File: src/rtl/intmul_result_queue.sv
// Result FIFO behind the pipelined integer multiplier: captures products on commit,
// hands them out over valid/ready, and issues credits so no commit is ever dropped.
// Optional error checking is enabled with `define INTMUL_RESQ_ERRCHK_EN (adds port err).
module intmul_result_queue #(
  parameter int DEPTH = 4,
  parameter int DW    = 64,
  parameter int CW    = 3
) (
  input  logic          clk,
  input  logic          reset,
  input  logic          issue_val,
  input  logic          issue_rdy,
  input  logic          commit,
  input  logic [DW-1:0] longP,
  output logic          issue_ok,
  output logic          out_val,
  input  logic          out_rdy,
  output logic [DW-1:0] out_data,
  output logic [CW-1:0] count,
  output logic [CW-1:0] inflight
`ifdef INTMUL_RESQ_ERRCHK_EN
  ,
  output logic          err
`endif
);

  localparam int PW = $clog2(DEPTH);

  // Handshake: an entry leaves when out_val && out_rdy at a rising edge; out_data is
  // held while out_val && !out_rdy. Upstream may start an op only while issue_ok is 1.

  logic [DW-1:0] mem [DEPTH];
  logic [PW-1:0] rd_ptr, wr_ptr;
  logic [CW-1:0] count_q, inflight_q;
  logic [CW:0]   credit_sum;
  logic          full, issue_evt, pop, push, inf_inc, inf_dec;

  assign full       = (count_q == CW'(DEPTH));
  assign credit_sum = {1'b0, inflight_q} + {1'b0, count_q};
  assign issue_ok   = (credit_sum < (CW+1)'(DEPTH));
  assign issue_evt  = issue_val & issue_rdy & issue_ok;
  assign out_val    = (count_q != '0);
  assign pop        = out_val & out_rdy;
  // A commit into a full queue with no same-cycle pop is dropped (saturation).
  assign push       = commit & (~full | pop);
  assign inf_inc    = issue_evt & ~commit;
  // Commit with nothing in flight saturates at zero rather than wrapping.
  assign inf_dec    = commit & ~issue_evt & (inflight_q != '0);

  assign out_data = out_val ? mem[rd_ptr] : '0;
  assign count    = count_q;
  assign inflight = inflight_q;

  always_ff @(posedge clk) begin
    if (push) mem[wr_ptr] <= longP;
  end

  always_ff @(posedge clk) begin
    if (!reset) begin
      rd_ptr     <= '0;
      wr_ptr     <= '0;
      count_q    <= '0;
      inflight_q <= '0;
    end else begin
      if (push) wr_ptr <= wr_ptr + PW'(1);
      if (pop)  rd_ptr <= rd_ptr + PW'(1);
      case ({push, pop})
        2'b10:   count_q <= count_q + CW'(1);
        2'b01:   count_q <= count_q - CW'(1);
        default: count_q <= count_q;
      endcase
      if (inf_inc)      inflight_q <= inflight_q + CW'(1);
      else if (inf_dec) inflight_q <= inflight_q - CW'(1);
    end
  end

`ifdef INTMUL_RESQ_ERRCHK_EN
  logic err_drop, err_orphan, err_credit;

  assign err_drop   = commit & full & ~pop;
  assign err_orphan = commit & (inflight_q == '0);
  // Unreachable when upstream gates val_op with issue_ok; catches wiring errors.
  assign err_credit = issue_val & issue_rdy & ~issue_ok;

  always_ff @(posedge clk) begin
    if (!reset) begin
      err <= 1'b0;
    end else if (err_drop | err_orphan | err_credit) begin
      err <= 1'b1;
`ifndef SYNTHESIS
      $display("intmul_result_queue error at %0t: drop=%0b orphan=%0b credit=%0b",
               $time, err_drop, err_orphan, err_credit);
`endif
    end
  end
`endif

endmodule

File: config.mk
export PLATFORM = sky130hd
export DESIGN_NAME = intmul_result_queue
export DESIGN_NICKNAME = d
export VERILOG_FILES = /design/src/rtl/intmul_result_queue.sv
export SDC_FILE = /design/constraint.sdc
export NUM_CORES = 1
export LEC_CHECK = 0
export ABC_AREA = 1
export CORE_MARGIN = 3
export CORE_UTILIZATION = 55
export CTS_BUF_LIST = sky130_fd_sc_hd__clkbuf_16
export DETAILED_ROUTE_END_ITERATION = 8
export HOLD_SLACK_MARGIN = 0.03
export PLACE_DENSITY = 0.77
export REMOVE_ABC_BUFFERS = 1
export SETUP_SLACK_MARGIN = 0.1
export SLEW_MARGIN = 10
export SYNTH_ARGS = -nofsm -noshare
export SYNTH_HDL_FRONTEND = slang
export SYNTH_SLANG_ARGS = --single-unit
File: constraint.sdc
create_clock -name clk -period 5.9 [get_ports clk]
set_input_delay 1.18 -clock clk [delete_from_list [all_inputs] [get_ports clk]]
set_output_delay 1.18 -clock clk [all_outputs]
set_load 0.03 [all_outputs]
==> reports/results.txt, run 1 <==
Remaining Overflow, GRT: 0
Synth Instances: 860
Switch Pwr: 1630 uW
Final period util: 76.9%
Hold WC Path Type: flop to flop
Number of warnings printed during yosys synthesis: 0
Count of boundary I/O pins: 142
Cell with the most instances on the worst path: sky130_fd_sc_hd__nor2_1
Most frequent standard cell in the layout excluding fill and tap cells: sky130_fd_sc_hd__nor2_1
Top fanout value on the critical path: 108
Slowest cell on crit path: sky130_fd_sc_hd__buf_4
Total of hold buffers inserted after clock tree synthesis: 0
Area share of the largest cell type after synthesis: 72.1%
Ordered list of cells on the worst path: buf_4 > nor2_1 > nor2_1 > o21ai_0 > a21oi_1 > clkdlybuf4s50_1
Post-route design area: 13,100 sq um
Most area-consuming cells after synthesis: sky130_fd_sc_hd__edfxtp_1 72%, sky130_fd_sc_hd__nor2_1 9.5%, sky130_fd_sc_hd__o21ai_0 6.2%
Headroom to the max-slew limit: 22.7%
Setup CP Type: flop to primary output
Cell Int Power: 3610 uW
Area of the die: 21,100 sq um
Largest delay share family, worst path: buffers and inverters
Result of the run: completed
Area used by multi-input combinational logic: 2360 sq um
Slew of the pin with the lowest slew margin: 1.16 ns
Required time reported for the critical path endpoint: 4.72 ns
Maximum operating frequency: 220 MHz
Busiest layer in global routing: met2
Maximum number of pins on one net before global-route repair: 109
Clock tree root buffer cell: sky130_fd_sc_hd__clkbuf_16
Placed instance area: 12,200 sq um
Die Span Y: 145 um
Cell type contributing the most total cell area after synthesis: sky130_fd_sc_hd__edfxtp_1
Leading cell types in the layout, fill and taps excluded: 265 x sky130_fd_sc_hd__nor2_1, 256 x sky130_fd_sc_hd__edfxtp_1, 141 x sky130_fd_sc_hd__clkdlybuf4s50_1
Sort of element at the start of the critical path: flop
Buffer and inverter count on the worst path: 2
Vias in the first global route: 6,737
Yosys cell types: 24
Maximum clock path buffer count: 3
Number of pins exceeding their max-slew limit in the final report: 0
CTS H-tree lvls: 1
Post-route setup TNS: 0 ns
Sequential share of power: 43.0%
Final Hold Viols: 0
GR Layer Usage met1: 26.8%
Setup fix buffers added after clock tree synthesis: 0
Placeable core region: 18,900 sq um
RePlAce Congestion: 0.750
Final critical path time including I/O delays and setup: 4.54 ns
Post-layout nets: 1,070
Share of post-route cells with drive strength above 1: 6.62%
Worst clock skew on the final layout: 0.0110 ns
Arrival time of the worst setup path: 3.36 ns
Effective utilization at floorplan: 56.4%
Peak supply drop: 0.278 mV
Overall routing resource usage: 20.4%
Fraction of the yosys area taken by sequential cells: 74.4%
Sw Ratio: 31.0%
Width of the die: 145 um
Setup violators final: 0
Post-detailed-route DRC marker count: 0
Clock network fraction of total power: 30.3%
Resize count post-CTS: 0
Register area: 7930 sq um
Gate power share: 26.7%
Longest individual stage delay on the worst path: 0.91 ns
TritonCTS sink count: 268
Cell row count: 50
Drt first-iter violations: 521
Total half-perimeter wirelength after legalization and detailed placement: 12.0 mm
Number of antenna violations at the first check in global routing: 1
Wire length of the first global-routing pass: 34.5 mm
Clock network latency to the later pin of the worst-skew pair: 0.52 ns
Count of max-cap constraint violations: 0
TritonCTS buffer count: 26
Signed area change from the synthesized netlist to the final layout: 22.4%
First drt pass iteration count: 5
Count of buffers inserted at the top-level ports: 141
Critical Path End Type: primary output
Count of filler cells inserted in the layout: 1,293
Post-Route WL: 21.9 mm
Total via count in the routed design: 6,799
Met2 capacity usage during global routing: 34.2%
RSZ-0062 raised after global routing: no
Final antenna-violating net count: 0
Post-detailed-route wirelength per cell: 17.2 um
Vias per Instance: 5.34
Synthesized area per cell: 12.4 sq um
TritonCTS clock tree: built
Total power per unit cell area: 402 nW/um^2
Cell area after synthesis: 10,700 sq um
Register bit count reported by yosys: 268
Met3 Track Usage GR: 4.78%
P_leak: 0.00448 uW
Clock-pin slew on the worst setup and hold paths: 0.06 ns
[metrics by stage]
step                hold WS, ns  std cells  setup slack [ns]  utilization, %  power, uW
floorplan                 0.436        812             0.430               -       3110
global placement          0.446       1224              2.02            64.6       3680
detailed placement        0.453       1224              1.97            64.6       3700
CTS                       0.469       1272              1.36            69.1       5280
global route              0.491       1273              1.12            69.1       5470
finish                    0.464       1274              1.36            69.1       5240
[worst reg2reg max path, stage by stage, from the launching register on]
cell and delay, ns:
sky130_fd_sc_hd__dfxtp_1 0.43, sky130_fd_sc_hd__nor2_2 0.08, sky130_fd_sc_hd__nand2_1 0.08, sky130_fd_sc_hd__nand2_2 0.20
sky130_fd_sc_hd__nor2_4 0.86, sky130_fd_sc_hd__buf_4 0.48
[sequential cells by signal, summed over array words and instances (netlist names), named ones only]
signal and cells:
count 3, inflight 3, wr_ptr 2, mem 256, rd_ptr 2
[per-layer routing]
layer,routed length (um),vias up
met5,0,-
met4,431,0
met3,1640,39
met2,10700,250
met1,9130,3222
li1,-,3288
[Yosys cell counts]
master                     instances
sky130_fd_sc_hd__buf_6            12
sky130_fd_sc_hd__inv_2             4
sky130_fd_sc_hd__dfxtp_1          12
sky130_fd_sc_hd__edfxtp_1        256
sky130_fd_sc_hd__clkbuf_1         12
sky130_fd_sc_hd__a21oi_1          72
sky130_fd_sc_hd__o21ai_0         131
sky130_fd_sc_hd__nor3_1            1
sky130_fd_sc_hd__nand2_2           4
sky130_fd_sc_hd__nand2_1          15
sky130_fd_sc_hd__nor2_2            2
sky130_fd_sc_hd__o21ai_1           3
sky130_fd_sc_hd__nor2_1          269
sky130_fd_sc_hd__a31oi_1           1
sky130_fd_sc_hd__buf_1             6
sky130_fd_sc_hd__and2_1            1
sky130_fd_sc_hd__inv_1            23
sky130_fd_sc_hd__nand3_1           7
sky130_fd_sc_hd__ha_1              6
sky130_fd_sc_hd__nor2_4            1
sky130_fd_sc_hd__buf_4             5
sky130_fd_sc_hd__fa_1              2
sky130_fd_sc_hd__buf_2            13
sky130_fd_sc_hd__nand4_1           2
[power by group through the flow]
stage / clock network (uW) / registers, uW / logic, uW
finish: 1590 / 2250 / 1400
global route: 1690 / 2260 / 1520
CTS: 1610 / 2250 / 1410
detailed placement: 0 / 2290 / 1400
global placement: 0 / 2290 / 1380
floorplan: 0 / 2350 / 757
[final cells by class]
| cell class | instances | area share, % |
|---|---|---|
| Multi-Input combinational cell | 517 | 18.1 |
| Clock inverter | 21 | 1.24 |
| Antenna cell | 2 | 0.0383 |
| Tap cell | 260 | 2.49 |
| Timing Repair Buffer | 152 | 11.4 |
| Clock buffer | 27 | 5.18 |
| Inverter | 27 | 0.786 |
| Sequential cell | 268 | 60.8 |
[path summary, 6_finish.rpt]
check                 start      endpoint  slack, ns  cells past startpoint
hold reg to reg   rd_ptr[1]          flop       0.46                      2
hold / removal    rd_ptr[1]          flop       0.46                      2
setup reg to reg   count[0]    mem[0][34]       3.43                      5
setup / recovery       flop  out_data[63]       1.36                      6
[logic make-up (layout without fill, tap and decap cells)]
family / Yosys count / after routing / synth area share [%]
simple gates: 302 / 302 / 11.0
flops: 268 / 268 / 74.4
compound gates: 207 / 207 / 9.73
buf+inv: 75 / 227 / 3.81
fa+ha+maj: 8 / 8 / 1.08
other cells: 0 / 2 / 0
(Power assumes the default switching activity.)
==> run 2, diff against run 1 <==
==> constraint.sdc (replaced) <==
create_clock -name clk -period 4.65 [get_ports clk]
set_input_delay 0.93 -clock clk [delete_from_list [all_inputs] [get_ports clk]]
set_output_delay 0.93 -clock clk [all_outputs]
set_load 0.03 [all_outputs]
==> run 2 against run 1 <==
Total power grew 30%. First-iteration DRC count is 6.0% higher. Setup slack worse by 0.54 ns. Register-to-register slack worse by 0.96 ns. Final cell count up 0.24%.
==> reports/results.txt, run 2 (synthesis results as in run 1) <==
Result of the run: completed
Final period util: 82.2%
Placed instance area: 12,300 sq um (+0.66%)
Setup violators final: 0 (unchanged)
Wire length of the first global-routing pass: 36.4 mm (+5.4%)
Peak supply drop: 0.402 mV (+45%)
Vias in the first global route: 7,037 (+4.5%)
RSZ-0062 raised after global routing: no
Clock tree root buffer cell: sky130_fd_sc_hd__clkbuf_16
Total half-perimeter wirelength after legalization and detailed placement: 13.1 mm (+9.3%)
TritonCTS clock tree: built
Share of post-route cells with drive strength above 1: 7.18% (+0.56 points)
P_leak: 0.00454 uW (+1.3%)
Die Span Y: 145 um (unchanged)
Reg2Reg Capture Point: mem[3][8]
Final critical path time including I/O delays and setup: 3.82 ns
First drt pass iteration count: 5 (unchanged)
Maximum number of pins on one net before global-route repair: 129 (+18%)
Required time reported for the critical path endpoint: 3.72 ns (-1.00 ns)
Remaining Overflow, GRT: 0 (unchanged)
CTS H-tree lvls: 1 (unchanged)
Effective utilization at floorplan: 56.4% (unchanged)
Share of the core filled with cells: 69.7% (+0.65 points)
Drt first-iter violations: 552 (+6.0%)
Hold Path Origin: rd_ptr[1]
Final Hold Viols: 0 (unchanged)
Area of the die: 21,100 sq um (unchanged)
Post-detailed-route wirelength per cell: 17.8 um (+3.5%)
Hold Path Stages: 2 (unchanged)
Count of buffers inserted at the top-level ports: 141 (unchanged)
Maximum operating frequency: 262 MHz
Headroom to the max-slew limit: 33.4% (+11 points)
Vias per Instance: 5.41 (+1.3%)
Total power per unit cell area: 516 nW/um^2 (+29%)
Total via count in the routed design: 6,904 (+1.5%)
Flip-flop count of the largest register, all copies and words added: 256 (unchanged)
Final antenna-violating net count: 0 (unchanged)
Worst clock skew on the final layout: 0.0125 ns (+0.00148 ns)
Setup CP Type: flop to primary output
Count of filler cells inserted in the layout: 1,325 (+2.5%)
Post-Route WL: 22.7 mm (+3.8%)
TritonCTS buffer count: 27 (+3.8%)
Count of max-cap constraint violations: 0 (unchanged)
Leading cell types in the layout, fill and taps excluded: 265 x sky130_fd_sc_hd__nor2_1, 256 x sky130_fd_sc_hd__edfxtp_1, 141 x sky130_fd_sc_hd__clkdlybuf4s50_1
Slew of the pin with the lowest slew margin: 0.998 ns (-0.162 ns)
Clock-pin slew on the worst setup and hold paths: 0.06 ns (about the same)
Critical Path End Type: primary output
Most frequent standard cell in the layout excluding fill and tap cells: sky130_fd_sc_hd__nor2_1
Maximum clock path buffer count: 3 (unchanged)
Number of antenna violations at the first check in global routing: 0 (-1)
RR Startpoint: count[1]
Overall routing resource usage: 21.3% (+0.96 points)
Arrival time of the worst setup path: 2.89 ns (-0.47 ns)
Post-detailed-route DRC marker count: 0 (unchanged)
Placeable core region: 18,900 sq um (unchanged)
Sort of element at the start of the critical path: flop
Most flops, register: mem
Number of pins exceeding their max-slew limit in the final report: 0 (unchanged)
Register-to-register setup slack: 2.47 ns (-0.96 ns)
Resize count post-CTS: 0 (unchanged)
Hold WC Path Type: flop to flop
Path depth of the worst reg2reg path: 5 (unchanged)
Count of boundary I/O pins: 142 (unchanged)
Total of hold buffers inserted after clock tree synthesis: 0 (unchanged)
Top fanout value on the critical path: 50 (-54%)
Post-layout nets: 1,075 (+0.47%)
TritonCTS sink count: 268 (unchanged)
Post-route design area: 13,200 sq um (+0.94%)
Setup fix buffers added after clock tree synthesis: 0 (unchanged)
Signed area change from the synthesized netlist to the final layout: 23.6%
RePlAce Congestion: 0.803 (+7.0%)
Clock network latency to the later pin of the worst-skew pair: 0.52 ns (about the same)
Final antenna diode count: 0 (-2)
Cell row count: 50 (unchanged)
Width of the die: 145 um (unchanged)
## run 2: worst max-delay path by stage
stage,slack (ns),to,cells past startpoint,startpoint
finish,0.83,out_data[45],6,flop
CTS,0.77,out_data[45],6,flop
floorplan,-0.57,out_data[62],3,flop
global placement,1.39,out_data[45],5,flop
global route,0.63,out_data[40],5,flop
detailed placement,1.35,out_data[45],6,flop
## run 2: where the power goes
| part | switching, uW | internal (uW) |
|---|---|---|
| Sequential | 50.6 | 2800 |
| Clock | 859 | 1280 |
| Combinational | 1180 | 643 |
## run 2: routing by layer
layer | part of all wire, % | global-route usage [%] | up-vias
met5 | 0 | 0 | -
met2 | 49 | 35.6 | 247
li1 | - | - | 3297
met4 | 2.2 | 7.36 | 0
met1 | 41 | 28.0 | 3323
met3 | 7.8 | 4.59 | 37
## run 2: critical path, stage by stage, from the launching register on
cell and delay [ns]:
sky130_fd_sc_hd__dfxtp_2 0.32, sky130_fd_sc_hd__inv_2 0.71, sky130_fd_sc_hd__buf_4 0.37, sky130_fd_sc_hd__nor2_1 0.09
sky130_fd_sc_hd__o21ai_0 0.14, sky130_fd_sc_hd__a21oi_1 0.12, sky130_fd_sc_hd__clkdlybuf4s50_1 0.61
## run 2: stage by stage
stage	TNS [ns]	std cells	power (uW)	setup WS, ns	hold slack, ns
after floorplan	-34.15	812	3940	-0.570	0.436
after global placement	0	1228	4690	1.39	0.447
after detailed placement	0	1228	4720	1.35	0.459
after CTS	0	1277	6850	0.770	0.471
after global routing	0	1277	7090	0.627	0.494
final	0	1277	6800	0.826	0.467
## run 2: layout make-up
class | count | area, sq um | share of cell area (%)
Tap cell | 260 | 325 | 2.47
Inverter | 27 | 103 | 0.779
Clock inverter | 22 | 209 | 1.59
Timing Repair Buffer | 156 | 1570 | 11.9
Multi-Input combinational cell | 517 | 2360 | 17.9
Sequential cell | 268 | 7930 | 60.2
Clock buffer | 27 | 676 | 5.13
